<file path="src/rtl/bus_arb4_pkg.sv">
// Shared definitions for the bus_arb4 round-robin arbiter.
//   arb_state_e : FSM encoding (ARB_IDLE = 0, ARB_GRANT = 1)
//   NREQ_DEF    : default requester count (the downstream one-hot mux is 4:1)
//   oh2idx()    : one-hot grant to 2-bit index
package bus_arb4_pkg;

    typedef enum logic {
        ARB_IDLE  = 1'b0,
        ARB_GRANT = 1'b1
    } arb_state_e;

    localparam int NREQ_DEF = 4;

    // Grant is guaranteed one-hot or zero, so an OR-encode is exact.
    function automatic logic [1:0] oh2idx(input logic [3:0] oh);
        oh2idx = {oh[3] | oh[2], oh[3] | oh[1]};
    endfunction

endpackage

</file>
<file path="src/rtl/bus_arb4_rr_pick4.sv">
// Combinational rotating-priority picker (rr_pick4).
//   req    in  [3:0] candidate requests
//   ptr    in  [1:0] index of the highest-priority requester
//   onehot out [3:0] first set bit scanning ptr, ptr+1, .. mod 4
//   any    out       |req
module bus_arb4_rr_pick4 (
    input  logic [3:0] req,
    input  logic [1:0] ptr,
    output logic [3:0] onehot,
    output logic       any
);

    logic [1:0] idx;
    logic       found;

    always_comb begin
        onehot = '0;
        found  = 1'b0;
        idx    = ptr;
        for (int k = 0; k < 4; k++) begin
            idx = ptr + 2'(k);
            if (!found && req[idx]) begin
                onehot[idx] = 1'b1;
                found       = 1'b1;
            end
        end
    end

    assign any = |req;

endmodule

</file>
<file path="src/rtl/bus_arb4.sv">
// bus_arb4: round-robin arbiter generating the one-hot select for a 4:1 AND-OR
// mux in front of a shared downstream port.
//   clk, resetn : clock, async active-low reset
//   req         : per-source request, held until its ack
//   lock        : per-source burst lock (only when ARB_LOCK_EN is defined)
//   gnt         : registered one-hot grant (mux select)
//   out_valid   : registered, == |gnt
//   out_ready   : downstream accept
//   ack         : gnt during the handshake cycle, else 0
//   busy        : registered, state == GRANT
// Optional feature macro: ARB_LOCK_EN (adds lock port, LOCK_MAX and lock_cnt).
module bus_arb4
    import bus_arb4_pkg::*;
#(
    parameter int NREQ = NREQ_DEF
`ifdef ARB_LOCK_EN
    , parameter int LOCK_MAX = 16
`endif
) (
    input  logic            clk,
    input  logic            resetn,
    input  logic [NREQ-1:0] req,
`ifdef ARB_LOCK_EN
    input  logic [NREQ-1:0] lock,
`endif
    output logic [NREQ-1:0] gnt,
    output logic            out_valid,
    input  logic            out_ready,
    output logic [NREQ-1:0] ack,
    output logic            busy
);

    arb_state_e      state_q, state_d;
    logic [NREQ-1:0] gnt_q, gnt_d;
    logic [1:0]      ptr_q, ptr_d;
    logic            out_valid_q, out_valid_d;
    logic            busy_q, busy_d;

    logic            hs;
    logic [1:0]      rot_ptr;
    logic [NREQ-1:0] pick_req;
    logic [1:0]      pick_ptr;
    logic [NREQ-1:0] pick_oh;
    logic            pick_any;
    logic            lock_hold;

`ifdef ARB_LOCK_EN
    localparam int LCW = $clog2(LOCK_MAX + 1);
    logic [LCW-1:0] lock_cnt_q, lock_cnt_d;
`endif

    assign hs      = out_valid_q & out_ready;
    // Rotation target: one past the current winner, 2-bit wrap (3 -> 0).
    assign rot_ptr = oh2idx(gnt_q) + 2'd1;

    // One picker serves both cases: fresh arbitration from IDLE, and
    // re-arbitration during a handshake excluding the current holder
    // (its req is still high in the ack cycle).
    assign pick_req = (state_q == ARB_IDLE) ? req : (req & ~gnt_q);
    assign pick_ptr = (state_q == ARB_IDLE) ? ptr_q : rot_ptr;

    bus_arb4_rr_pick4 u_pick (
        .req    (pick_req),
        .ptr    (pick_ptr),
        .onehot (pick_oh),
        .any    (pick_any)
    );

`ifdef ARB_LOCK_EN
    // Hold the grant while the holder asks for lock, until the burst limit.
    assign lock_hold = |(gnt_q & lock & req) && (lock_cnt_q != LCW'(LOCK_MAX - 1));
`else
    assign lock_hold = 1'b0;
`endif

    // State register
    always_ff @(posedge clk or negedge resetn) begin
        if (!resetn) begin
            state_q     <= ARB_IDLE;
            gnt_q       <= '0;
            ptr_q       <= '0;
            out_valid_q <= 1'b0;
            busy_q      <= 1'b0;
`ifdef ARB_LOCK_EN
            lock_cnt_q  <= '0;
`endif
        end else begin
            state_q     <= state_d;
            gnt_q       <= gnt_d;
            ptr_q       <= ptr_d;
            out_valid_q <= out_valid_d;
            busy_q      <= busy_d;
`ifdef ARB_LOCK_EN
            lock_cnt_q  <= lock_cnt_d;
`endif
        end
    end

    // Next-state logic
    always_comb begin
        state_d = state_q;
        gnt_d   = gnt_q;
        ptr_d   = ptr_q;
`ifdef ARB_LOCK_EN
        lock_cnt_d = lock_cnt_q;
`endif
        case (state_q)
            ARB_IDLE: begin
                if (pick_any) begin
                    gnt_d   = pick_oh;
                    state_d = ARB_GRANT;
                end
            end
            ARB_GRANT: begin
                // Grant is frozen until the consumer accepts; no preemption.
                if (hs) begin
                    if (lock_hold) begin
`ifdef ARB_LOCK_EN
                        lock_cnt_d = lock_cnt_q + LCW'(1);
`endif
                    end else begin
                        ptr_d = rot_ptr;
`ifdef ARB_LOCK_EN
                        lock_cnt_d = '0;
`endif
                        if (pick_any) begin
                            gnt_d = pick_oh;
                        end else begin
                            gnt_d   = '0;
                            state_d = ARB_IDLE;
                        end
                    end
                end
            end
            default: begin
                gnt_d   = '0;
                state_d = ARB_IDLE;
            end
        endcase
        out_valid_d = |gnt_d;
        busy_d      = (state_d == ARB_GRANT);
    end

    // Outputs
    always_comb begin
        gnt       = gnt_q;
        out_valid = out_valid_q;
        busy      = busy_q;
        ack       = hs ? gnt_q : '0;
    end

endmodule

</file>
<file path="config.mk">
export PLATFORM = sky130hd
export DESIGN_NAME = bus_arb4
export DESIGN_NICKNAME = d
export VERILOG_FILES = /design/src/rtl/bus_arb4_pkg.sv /design/src/rtl/bus_arb4_rr_pick4.sv /design/src/rtl/bus_arb4.sv
export SDC_FILE = /design/constraint.sdc
export NUM_CORES = 1
export LEC_CHECK = 0
export ABC_AREA = 1
export CAP_MARGIN = 10
export CORE_MARGIN = 10
export CORE_UTILIZATION = 50
export CTS_CLUSTER_DIAMETER = 30
export DETAILED_ROUTE_END_ITERATION = 10
export GPL_ROUTABILITY_DRIVEN = 0
export HOLD_SLACK_MARGIN = 0.02
export PLACE_DENSITY = 0.76
export SLEW_MARGIN = 25
export SYNTH_ARGS = -nofsm -noshare
export SYNTH_HDL_FRONTEND = slang
export SYNTH_SLANG_ARGS = --single-unit
</file>
<file path="constraint.sdc">
create_clock -name clk -period 3 [get_ports clk]
set_clock_uncertainty 0.2 [all_clocks]
set_input_delay 0.6 -clock clk [delete_from_list [all_inputs] [get_ports clk]]
set_output_delay 0.6 -clock clk [all_outputs]
set_load 0.005 [all_outputs]
</file>
==> flow_metrics.env <==
export IMPL_comb_power_share_pct=74.0
export IMPL_ctsResizeCount=0
export IMPL_fp_coreArea_mm2=0.00178
export IMPL_p_sw_share_pct=53.8
export IMPL_dieWidth_um=64.1
export IMPL_ant_nets=0
export IMPL_initial_core_util_pct=54.6
export IMPL_diodes=0
export IMPL_worstHoldEndpoint="ptr_q[1]"
export IMPL_final_cell_area_mm2=0.00118
export IMPL_fin_crit_sh_pct=88.2
export IMPL_track_usage_pct=11.9
export IMPL_min_from="ptr_q[1]"
export IMPL_max_stage_delay_ns=0.51
export IMPL_synth_top_family_by_area="simple AND/OR/NAND/NOR gates"
export IMPL_pwr_share_clk_pct=8.0
export IMPL_max_cap_violations=0
export IMPL_antenna_found_initial=0
export IMPL_path_clk_slew_ns=0.05
export IMPL_grt_pass1_wl_um=4190
export IMPL_seq_area_frac_synth_pct=20.6
export IMPL_dieArea_mm2=0.00411
export IMPL_syn_nets=154
export IMPL_max_freq_mhz=378
export IMPL_rows=15
export IMPL_drtPass1Iterations=4
export IMPL_synth_ff_type="dfrtp_1"
export IMPL_vias=944
export IMPL_leakage_nw=0.582
export IMPL_cts_max_level=1
export IMPL_synthTopCellsByArea="dfrtp_1 21%, nand2_1 17%, nand3_1 11%"
export IMPL_synthAdderAreaFrac_pct=9.00
export IMPL_cp_slowest_cell="clkdlybuf4s50_1"
export IMPL_synthTopCellsByCount="45 x nand2_1, 22 x nand3_1, 13 x nand2_2, 12 x inv_1"
export IMPL_ios=17
export IMPL_clockRootBuffer="clkbuf_4"
export IMPL_rr_worst_depth=15
export IMPL_synthCells=140
export IMPL_layout_nets=174
export IMPL_final_setup_tns_ns=0
export IMPL_r2r_setup_slack_ns=0.46
export IMPL_synth_compound_area_share_pct=4.63
export IMPL_cp_data_required_time_ns=2.20
export IMPL_grt_max_degree=13
export IMPL_r2r_start="busy"
export IMPL_yosys_area_top_type="dfrtp_1"
export IMPL_synth_edff_count=0
export IMPL_synthToLayoutAreaGrowth_pct=20.8
export IMPL_grt_pass1_vias=949
export IMPL_grt_overflow=0
export IMPL_p_sw_w=0.000527
export IMPL_status="complete, no violations"
export IMPL_synth_seq_cells=8
export IMPL_hp_class="register to register"
export IMPL_finalHoldViolCount=0
export IMPL_crit_path_cell_trace="clkdlybuf4s50_1 -> nand2_1 -> nor2_1 -> clkdlybuf4s50_1"
export IMPL_die_h_um=64.1
export IMPL_nFillCells=155
export IMPL_seqPwrFrac_pct=17.9
export IMPL_synthSimpleGateAreaFrac_pct=59.4
export IMPL_path_max_fanout=7
export IMPL_syn_cell_area_um2=973
export IMPL_yosysUniqueCellTypes=26
export IMPL_power_internal_w=0.000453
export IMPL_avgViaCountPerCell=5.16
export IMPL_tritoncts="done"
export IMPL_drive_gt1_share_pct=20.3
export IMPL_synth_top_area_share_pct=20.6
export IMPL_crit_top_cell="clkdlybuf4s50_1"
export IMPL_synth_mux_area_share_pct=0
export IMPL_drt_iter0_drc=34
export IMPL_ir_drop_v=0.000483
export IMPL_synth_xor_area_share_pct=0
export IMPL_cts_buffers=3
export IMPL_setup_viol=0
export IMPL_slew_viol_final=0
export IMPL_routedWlPerCell_um=12.7
export IMPL_path_buf_inv=2
export IMPL_cp_start_kind="primary input"
export IMPL_yosys_warnings=0
export IMPL_rsz0062_at_grt="false"
export IMPL_cp_top_family="buffers and inverters"
export IMPL_clk_latency_ns=0.24
export IMPL_slew_limit_headroom_pct=65.1
export IMPL_path_class="primary input to output pin"
export IMPL_fin_crit_ns=2.65
export IMPL_port_buffers=16
export IMPL_detailed_place_hpwl_um=1970
export IMPL_power_density_mw_per_mm2=833
export IMPL_hold_depth=1
export IMPL_synth_avg_cell_area_um2=6.95
export IMPL_async_reset_ff_share_pct=100
export IMPL_cts_setup_buffers=0
export IMPL_dpl_instance_area_mm2=0.00115
export IMPL_yosysMostFrequentCell="nand2_1"
export IMPL_reg2reg_to="out_valid"
export IMPL_critPathArrivalTime_ns=1.85
export IMPL_crit_path_end_kind="output pin"
export IMPL_cts_sinks=8
export IMPL_tightest_slew_ns=0.523
export IMPL_holdBufCountCts=0
export IMPL_drc=0
export IMPL_cts_path_max_buffers=2
export IMPL_routed_wl_um=2330
[sequential cells by signal (all words and copies together), names as in the netlist]
name	cells
gnt	4
busy	1
out_valid	1
ptr_q	2
[power groups by stage]
| stage | Sequential [W] | Clock (W) | Combinational, W |
|---|---|---|---|
| after floorplan | 0.000168 | 0 | 0.000564 |
| after global placement | 0.000177 | 0 | 0.000704 |
| final | 0.000176 | 0.0000788 | 0.000726 |
| after global routing | 0.000180 | 0.0000872 | 0.000821 |
| after detailed placement | 0.000178 | 0 | 0.000723 |
| after CTS | 0.000176 | 0.0000817 | 0.000727 |
[per-layer routing]
layer,track usage (%),vias up,part of all wire [%]
li1,-,488,-
met1,13.9,432,44
met2,21.4,22,51
met3,2.96,2,4.5
met4,2.67,0,0.47
met5,0,-,0
[cell usage in the layout (no fill, tap or decap), types with 3 or more instances in the layout]
cell type / n
nand4_1: 3
nand3_1: 22
nand2_2: 13
inv_1: 12
clkbuf_4: 3
clkdlybuf4s50_1: 16
ha_1: 7
nor2_4: 3
nand2_4: 3
nor2_1: 8
dfrtp_1: 8
nand2_1: 45
[layout make-up]
cell class / count / area [µm²] / share of cell area [%]
multi-input cells: 118 / 711 / 60.4
flip-flops and latches: 8 / 200 / 17.0
repair buffers: 16 / 160 / 13.6
inverters: 13 / 51.3 / 4.36
well taps: 25 / 31.3 / 2.66
clock buffers: 3 / 22.5 / 1.91
[through the flow]
stage	cells	utilization (%)	hold slack (ns)	worst slack, ns	power, W
after floorplan	140	-	0.104	0.804	0.000732
after global placement	180	64.7	0.310	0.356	0.000881
after detailed placement	180	64.7	0.316	0.344	0.000901
after CTS	183	66.0	0.328	0.341	0.000985
after global routing	183	66.0	0.348	0.193	0.00109
final	183	66.0	0.326	0.353	0.000980
[cells by family after synthesis]
group	after synthesis
AOI/OAI and AO/OA	6
and+or+nand+nor	105
adders and majority gates	7
buffers and inverters	14
DFF	8
[worst max-delay path by stage]
| stage | start | to | slack (ns) | cells past startpoint |
|---|---|---|---|---|
| after floorplan | busy | out_valid | 0.80 | 14 |
| after CTS | out_ready | ack[0] | 0.34 | 4 |
| after global placement | out_ready | ack[0] | 0.36 | 4 |
| after detailed placement | out_ready | ack[0] | 0.34 | 4 |
| final | out_ready | ack[0] | 0.35 | 4 |
| after global routing | busy | out_valid | 0.19 | 15 |
No activity file was read; power rests on OpenSTA's default activity.
